[src/rtl/booth_mult_seq.sv]
// booth_mult_seq -- sequential radix-4 Booth multiplier, signed or unsigned.
//
// One recoded Booth digit is retired per RUN cycle. The accumulator and the
// multiplier shift register form one long register that shifts right
// arithmetically by two each cycle. Low product bits leave the accumulator
// and enter the top of the multiplier register.
//
// Ports:
//   clk          clock, all state changes on its rising edge
//   rst_n        synchronous active-low reset
//   start        begin a multiply (sampled while ready=1)
//   abort        cancel an operation in progress
//   signed_mode  1 = two's-complement operands, 0 = unsigned (sampled with start)
//   op_a         multiplier operand
//   op_b         multiplicand operand
//   ready        a start is accepted this cycle
//   busy         operation in progress
//   done         one-cycle pulse, result outputs valid
//   prod_hi      upper half of the 2*WIDTH product
//   prod_lo      lower half of the 2*WIDTH product
//   ovf          product does not fit in WIDTH bits of the selected type
//
// state  | meaning
// S_IDLE | waiting for start
// S_RUN  | retiring one Booth digit per cycle
// S_DONE | result just written, done pulse high
module booth_mult_seq #(
   parameter int WIDTH = 16
) (
   input  logic             clk,
   input  logic             rst_n,
   input  logic             start,
   input  logic             abort,
   input  logic             signed_mode,
   input  logic [WIDTH-1:0] op_a,
   input  logic [WIDTH-1:0] op_b,
   output logic             ready,
   output logic             busy,
   output logic             done,
   output logic [WIDTH-1:0] prod_hi,
   output logic [WIDTH-1:0] prod_lo,
   output logic             ovf
);

   localparam int AW = WIDTH + 3;   // accumulator width
   localparam int MW = WIDTH + 2;   // extended multiplier width
   localparam int CW = $clog2(WIDTH/2 + 2);
   localparam logic [CW-1:0] LAST_S = CW'(WIDTH/2 - 1);
   localparam logic [CW-1:0] LAST_U = CW'(WIDTH/2);

   typedef enum logic [1:0] {S_IDLE, S_RUN, S_DONE} state_t;

   state_t          state;
   logic [AW-1:0]   acc;
   logic [AW-1:0]   mcand;
   logic [MW-1:0]   mq;
   logic            qm1;
   logic            sgn;
   logic [CW-1:0]   cnt;

   logic [AW-1:0]      pp;
   logic [AW-1:0]      acc_sum;
   logic [AW-1:0]      acc_nxt;
   logic [MW-1:0]      mq_nxt;
   logic [2*WIDTH-1:0] prod_nxt;
   logic               ovf_nxt;
   logic [CW-1:0]      cnt_last;

   always_comb begin
      pp = '0;
      case ({mq[1:0], qm1})
         3'b001, 3'b010: pp = mcand;
         3'b011:         pp = {mcand[AW-2:0], 1'b0};
         3'b100:         pp = -{mcand[AW-2:0], 1'b0};
         3'b101, 3'b110: pp = -mcand;
         default:        pp = '0;
      endcase
      acc_sum = acc + pp;
      acc_nxt = {{2{acc_sum[AW-1]}}, acc_sum[AW-1:2]};
      mq_nxt  = {acc_sum[1:0], mq[MW-1:2]};
      // Signed runs shift 2*(WIDTH/2) bits into mq, leaving two stale
      // multiplier bits at the bottom; unsigned runs fill all of mq.
      if (sgn) prod_nxt = {acc_nxt[WIDTH-1:0], mq_nxt[MW-1:2]};
      else     prod_nxt = {acc_nxt[WIDTH-3:0], mq_nxt};
      if (sgn) ovf_nxt = (prod_nxt[2*WIDTH-1:WIDTH] != {WIDTH{prod_nxt[WIDTH-1]}});
      else     ovf_nxt = (prod_nxt[2*WIDTH-1:WIDTH] != '0);
      cnt_last = sgn ? LAST_S : LAST_U;
   end

   always_ff @(posedge clk) begin
      if (!rst_n) begin
         state   <= S_IDLE;
         ready   <= 1'b1;
         busy    <= 1'b0;
         done    <= 1'b0;
         cnt     <= '0;
         acc     <= '0;
         mcand   <= '0;
         mq      <= '0;
         qm1     <= 1'b0;
         sgn     <= 1'b0;
         prod_hi <= '0;
         prod_lo <= '0;
         ovf     <= 1'b0;
      end else begin
         case (state)
            S_IDLE, S_DONE: begin
               done <= 1'b0;
               if (start) begin
                  sgn   <= signed_mode;
                  mq    <= signed_mode ? {{2{op_a[WIDTH-1]}}, op_a} : {2'b00, op_a};
                  mcand <= signed_mode ? {{3{op_b[WIDTH-1]}}, op_b} : {3'b000, op_b};
                  acc   <= '0;
                  qm1   <= 1'b0;
                  cnt   <= '0;
                  state <= S_RUN;
                  ready <= 1'b0;
                  busy  <= 1'b1;
               end else begin
                  state <= S_IDLE;
                  ready <= 1'b1;
                  busy  <= 1'b0;
               end
            end
            S_RUN: begin
               if (abort) begin
                  state <= S_IDLE;
                  ready <= 1'b1;
                  busy  <= 1'b0;
               end else begin
                  acc <= acc_nxt;
                  mq  <= mq_nxt;
                  qm1 <= mq[1];
                  cnt <= cnt + 1'b1;
                  if (cnt == cnt_last) begin
                     state   <= S_DONE;
                     ready   <= 1'b1;
                     busy    <= 1'b0;
                     done    <= 1'b1;
                     prod_hi <= prod_nxt[2*WIDTH-1:WIDTH];
                     prod_lo <= prod_nxt[WIDTH-1:0];
                     ovf     <= ovf_nxt;
                  end
               end
            end
            default: begin
               state <= S_IDLE;
               ready <= 1'b1;
               busy  <= 1'b0;
               done  <= 1'b0;
            end
         endcase
      end
   end

endmodule

[config.mk]
export PLATFORM = sky130hd
export DESIGN_NAME = booth_mult_seq
export DESIGN_NICKNAME = d
export VERILOG_FILES = /design/src/rtl/booth_mult_seq.sv
export SDC_FILE = /design/constraint.sdc
export NUM_CORES = 1
export LEC_CHECK = 0
export CORE_AREA = 2 2 129 100
export DETAILED_ROUTE_END_ITERATION = 10
export DIE_AREA = 0 0 131 102
export PLACE_DENSITY = 0.8
export SYNTH_ARGS = -nofsm -noshare
export SYNTH_HDL_FRONTEND = slang
export SYNTH_SLANG_ARGS = --single-unit
[constraint.sdc]
create_clock -name clk -period 4.3 [get_ports clk]
set_clock_uncertainty 0.15 [all_clocks]
set_input_delay 0.86 -clock clk [delete_from_list [all_inputs] [get_ports clk]]
set_output_delay 0.86 -clock clk [all_outputs]
set_load 0.005 [all_outputs]
# Yosys cells after proc, flatten, opt, wreduce, memory -nomap -nowiden

Index checks and enable logic that the tools add are counted.

Add/subtract/negate cells: 4
Muxes and demuxes: 30
Multiply operators: 0
Bitwise logic cells: 1
$lt $le $gt $ge: 0
Shift-type cells: 0
Reduce and logical (&&, ||, !) cells: 11
Equality and inequality tests: 13
Divide/modulo/power cells: 0

Operator list:

| cell                                                             | number |
|---|---|
| 19-bit one-hot mux with 4 select lines                           | 1 |
| 19-bit two-way mux                                               | 3 |
| 18-bit two-way mux                                               | 3 |
| 19-bit negator                                                   | 2 |
| 19-bit one-hot mux with 2 select lines                           | 1 |
| 18-bit one-hot mux with 2 select lines                           | 1 |
| 32-bit two-way mux                                               | 1 |
| 19-bit adder                                                     | 1 |
| 16-bit inequality test                                           | 1 |
| 16-bit nonzero test                                              | 1 |
| 4-bit two-way mux                                                | 3 |
| 1-bit two-way mux                                                | 10 |
| 3-bit == test (second input constant)                            | 3 |
| 4-bit one-hot mux with 2 select lines                            | 1 |
| 3-bit by 2-bit == test with 1-bit output (second input constant) | 2 |
| 1-bit one-hot mux with 2 select lines                            | 3 |
| 2-bit AND reduction                                              | 3 |
| 3-bit AND reduction                                              | 2 |
| 2-bit OR reduction                                               | 3 |
| 4-bit by 1-bit adder with 4-bit output (second input constant)   | 1 |
| 4-bit == test                                                    | 1 |
| 2-bit two-way mux                                                | 2 |
| 2-bit inequality test (second input constant)                    | 2 |
| 2-bit one-hot mux with 2 select lines                            | 1 |
| other kinds (7)                                                  | 7 |

Bits of input ports: 37
Output and inout bits: 36
Register bits: 100
Memory bits (writable): 0
ROM bits: 0
Word-level logic and storage cells: 72
Latch bits: 0
Memories kept: 0

# Longest topological paths before layout

Word-level depth: 7
Gate-level depth with buffers: 19
Depth with buffers taken out: 18

# Least setup slack after synthesis

Ideal clock, no wire load.

Path type: reg2reg
Start point: register mcand[2]
End point: register ovf
Stages on the path, launching flop included: 20
Required time: 4028 ps
Clock period less this slack: 4173 ps
Arrival: 3901 ps
Buffers on the path: 2
Setup time: 122 ps
Slack: 127 ps
Cells stage by stage: dfxtp_1 clkbuf_1 nor4_2 nand2_1 or3_1 xor2_1 mux2i_1 o22ai_1 a21o_1 ha_1 buf_2 nand2_1 a21oi_1 o21ai_0 a311o_1 a211o_1 a2111oi_2 nand4_1 nor4_2 nor3_1

Longest elaborated chain between the ends: 6
Elaborated cells on any way between the ends: 8
Those cells by class: add/sub (3); eq/ne (1); mux (3); reduce/logical (1)

RTL lines:

| what                                                                 | line   | RTL |
|---|---|---|
| from (decl)                                                          | 55     | `logic [AW-1:0] mcand;` |
| from (signal assigned)                                               | 112    | `mcand <= signed_mode ? {{3{op_b[WIDTH-1]}}, op_b} : {3'b000, op_b};` |
| 19-bit negator, on equally long branches                             | 75, 74 |  |
| 19-bit one-hot mux with 4 select lines (*)                           | 71     | `case ({mq[1:0], qm1})` |
| 19-bit adder (*)                                                     | 78     | `acc_sum = acc + pp;` |
| 32-bit two-way mux (*)                                               | 83     | `if (sgn) prod_nxt = {acc_nxt[WIDTH-1:0], mq_nxt[MW-1:2]};` |
| 16-bit inequality test / 16-bit nonzero test (equally long branches) | 85, 86 |  |
| 1-bit two-way mux (*)                                                | 85     | `if (sgn) ovf_nxt = (prod_nxt[2*WIDTH-1:WIDTH] != {WIDTH{prod_nxt[WIDTH-1]}});` |
| to (signal assigned)                                                 | 142    | `ovf <= ovf_nxt;` |
| to (decl)                                                            | 42     | `output logic ovf` |

Every way passes the cells marked *; elsewhere a longest branch is shown, timed or not.
A chain may end at the register's enable or synchronous reset.

# Worst setup path after layout

Start point: register mcand[0]
End point: register ovf

The elaborated chain is that of the path after synthesis.

==> metrics <==
Via-to-Cell Ratio=6.01; Unique masters post-synth=63; grt ovf=0; power per cell area=326 nW/um^2; hpwl dp=12.0 mm; Hold Vio Cnt, Final=0; drt wl/cell=16.4 um; leak pwr=0.00271 uW; routed wl met3=1.38 mm; CTS tree=built; synthesis-stage register bit count=95; Slew @ Worst Pin=0.740 ns; Starting Density=49.3%; syn_area_per_cell=7.44 um^2; worst path arrival time=4.22 ns; Vias=6174; CTS Sinks=95; Crit Path Category=register to register; Synth Cell Area=5940 um^2; P&R area growth vs syn=24.5%; IO Count=73; ant diodes=0; area of the core=12000 um^2; # rows=35; IR drop worst, VDD=0.206 mV; CP max FO=6; Residual DRC=0; Met1 Wirelength=8.06 mm; syn_nets=856; cells after synthesis=798; fmax=0.242 GHz; share of post-route cells with drive strength above 1=11.7%; crit path launch type=register; die height=102 um; TritonCTS Buffers=9; Clock Tree Buf Depth=2; H-tree depth=3; crit end category=register; Register-to-Register Path Depth=18; DRT antenna net count=0; Hold WC Path Type=register to register; cts hold-fix bufs=0; Async S/R FF share, synth=0%; status=completed; total of max-cap violations=0; clock latency on the worst-skew pair=0.35 ns; vias in the first global route=5502; largest net degree at the start of global routing=40; clk root buf=clkbuf_16; First DRT Iteration DRCs=618; slew margin rel.=50.7%; metal2 WL=7.30 mm; fin util=61.4%; endpoints failing setup=0; hold path depth=2; Main synth FF type=dfxtp_1; Tcrit/Tclk final=96.2%; port buffer count=72; register clock-pin slew on the reported worst setup and hold paths=0.07 ns; max layer used=met4; first-pass GRT wire length=27.7 mm; antenna violations before repair=0; Final Power=2410 uW; Final #Nets=917; die width=131 um; min cycle time layout=4.14 ns; yosys warns=0; worst path required time=4.38 ns; post-synthesis sequential area ratio=32.0%; WL final=16.9 mm; drt first pass iters=5; Fin Setup TNS=0 ns; DIE AREA=13400 um^2; Placer Congestion=0.969; Slew Viols, Final=0; EDFF count, synth=0; GRT Util Overall=25.7%
critical path: stages, from the launching register on:
cell and delay (ns):
dfxtp_1 0.37, inv_1 0.10, ha_1 0.24, buf_4 0.16, nand2_1 0.08, nand2_1 0.09, xnor2_2 0.16, a221oi_2 0.27
a31oi_1 0.10, ha_2 0.40, o211ai_1 0.11, a21oi_2 0.24, nor2b_1 0.09, xnor2_1 0.14, or4b_1 0.54, nor4_1 0.34
and3_1 0.21, and4b_1 0.19, nor3_1 0.05
power by group:
part,total [uW],switching (uW),internal (uW)
clock,819,355,464
combinational,637,373,264
sequential,957,44.5,913
synthesized netlist by cell type, types with 2 or more instances:
cell | instances | area share [%]
o31ai_1 | 3 | 0.38
nand2b_1 | 8 | 0.84
a31oi_1 | 16 | 1.7
or2_2 | 2 | 0.21
a221oi_1 | 6 | 0.88
o21a_1 | 3 | 0.38
nor2_1 | 93 | 5.9
o211ai_1 | 8 | 1.0
buf_6 | 2 | 0.38
a22oi_1 | 2 | 0.25
nand3_1 | 20 | 1.7
nor2b_1 | 4 | 0.42
xor2_1 | 12 | 1.8
nand4_1 | 8 | 0.84
inv_1 | 14 | 0.88
buf_1 | 7 | 0.44
xnor2_1 | 22 | 3.2
clkbuf_1 | 55 | 3.5
a21oi_1 | 71 | 6.0
a221o_1 | 3 | 0.51
dfxtp_1 | 95 | 32
nor4_2 | 2 | 0.42
o22ai_1 | 7 | 0.74
or3_1 | 4 | 0.42
o21ai_1 | 5 | 0.42
and2_1 | 2 | 0.21
ha_1 | 20 | 4.2
o21bai_1 | 3 | 0.38
o21ai_0 | 22 | 1.9
buf_2 | 2 | 0.17
nand3b_1 | 3 | 0.38
a211oi_1 | 31 | 3.9
nor3_1 | 21 | 1.8
a211o_1 | 2 | 0.29
nand2_1 | 138 | 8.7
a311oi_1 | 21 | 3.1
mux2i_1 | 30 | 5.1
nor4_1 | 3 | 0.32
a21o_1 | 4 | 0.51
registers in the layout, indices dropped and copies added, names as in the netlist, 2 cells and up:
signal and count:
cnt 4, acc 17, prod_hi 16, state 2, mq 18, mcand 17, prod_lo 16
per-stage QoR:
step | area (um^2) | instances | hold slack [ns] | worst slack, ns
CTS | 7190 | 1020 | 0.303 | 0.0197
floorplan | 5940 | 798 | 0.289 | 0.127
finish | 7400 | 1028 | 0.304 | 0.164
global route | 7400 | 1028 | 0.328 | -0.0500
detailed placement | 6880 | 1006 | 0.289 | -0.0436
global placement | 6880 | 1006 | 0.294 | 0.127
timing repair:
item                       4_1_cts  5_1_grt
resized for setup                4       32
buffers inserted                 0        8
setup endpoints to repair        1        7
pin swaps                        0        6
logic make-up (layout without fill, tap and decap cells):
logic type | Yosys count | in the layout | share of synthesized area (%)
compound gates | 219 | 219 | 24.4
simple gates | 316 | 316 | 23.2
fa+ha+maj | 21 | 21 | 4.55
xor+xnor | 35 | 35 | 5.29
mux | 30 | 30 | 5.05
buf+inv | 82 | 146 | 5.48
flops | 95 | 95 | 32.0
area by class of cell:
cell class | count | area, um^2
Multi-Input combinational cell | 621 | 3880
Tap cell | 166 | 208
Inverter | 16 | 60.1
Clock buffer | 10 | 239
Clock inverter | 4 | 55.1
Timing Repair Buffer | 116 | 1050
Fill cell | 1066 | 4640
Sequential cell | 95 | 1910
worst paths after layout:
path           end     start  slack [ns]
min          ready     ready        0.30
max reg2reg    ovf  mcand[0]        0.16
min reg2reg  ready     ready        0.30
max            ovf  mcand[0]        0.16
metal layers:
metal | vias to the layer above | global-route usage, %
li1 | 2968 | -
met1 | 2913 | 38.2
met2 | 274 | 37.5
met3 | 19 | 6.54
met4 | 0 | 5.48
met5 | - | 0
layout by cell type, fill, tap and decap left out, types with 4 or more instances in the layout:
cell and count:
nor2_1 92, nor3_1 18, a21o_1 4, nand2_1 137
xnor2_2 8, dfxtp_1 92, clkdlybuf4s50_1 72, nand4_1 8
clkbuf_16 9, o22ai_1 7, o211ai_1 8, buf_4 44
nor2b_1 4, nand3_1 20, a31oi_1 15, a21oi_1 67
ha_1 15, a221oi_1 5, xnor2_1 15, or3_1 4
a311oi_1 21, o21ai_1 7, o21ai_0 19, a211oi_1 29
inv_1 14, mux2i_1 30, ha_2 4, a21oi_2 5
nor3_2 4, xor2_1 11, nand2b_1 8
Power figures use the tool's default switching activity.
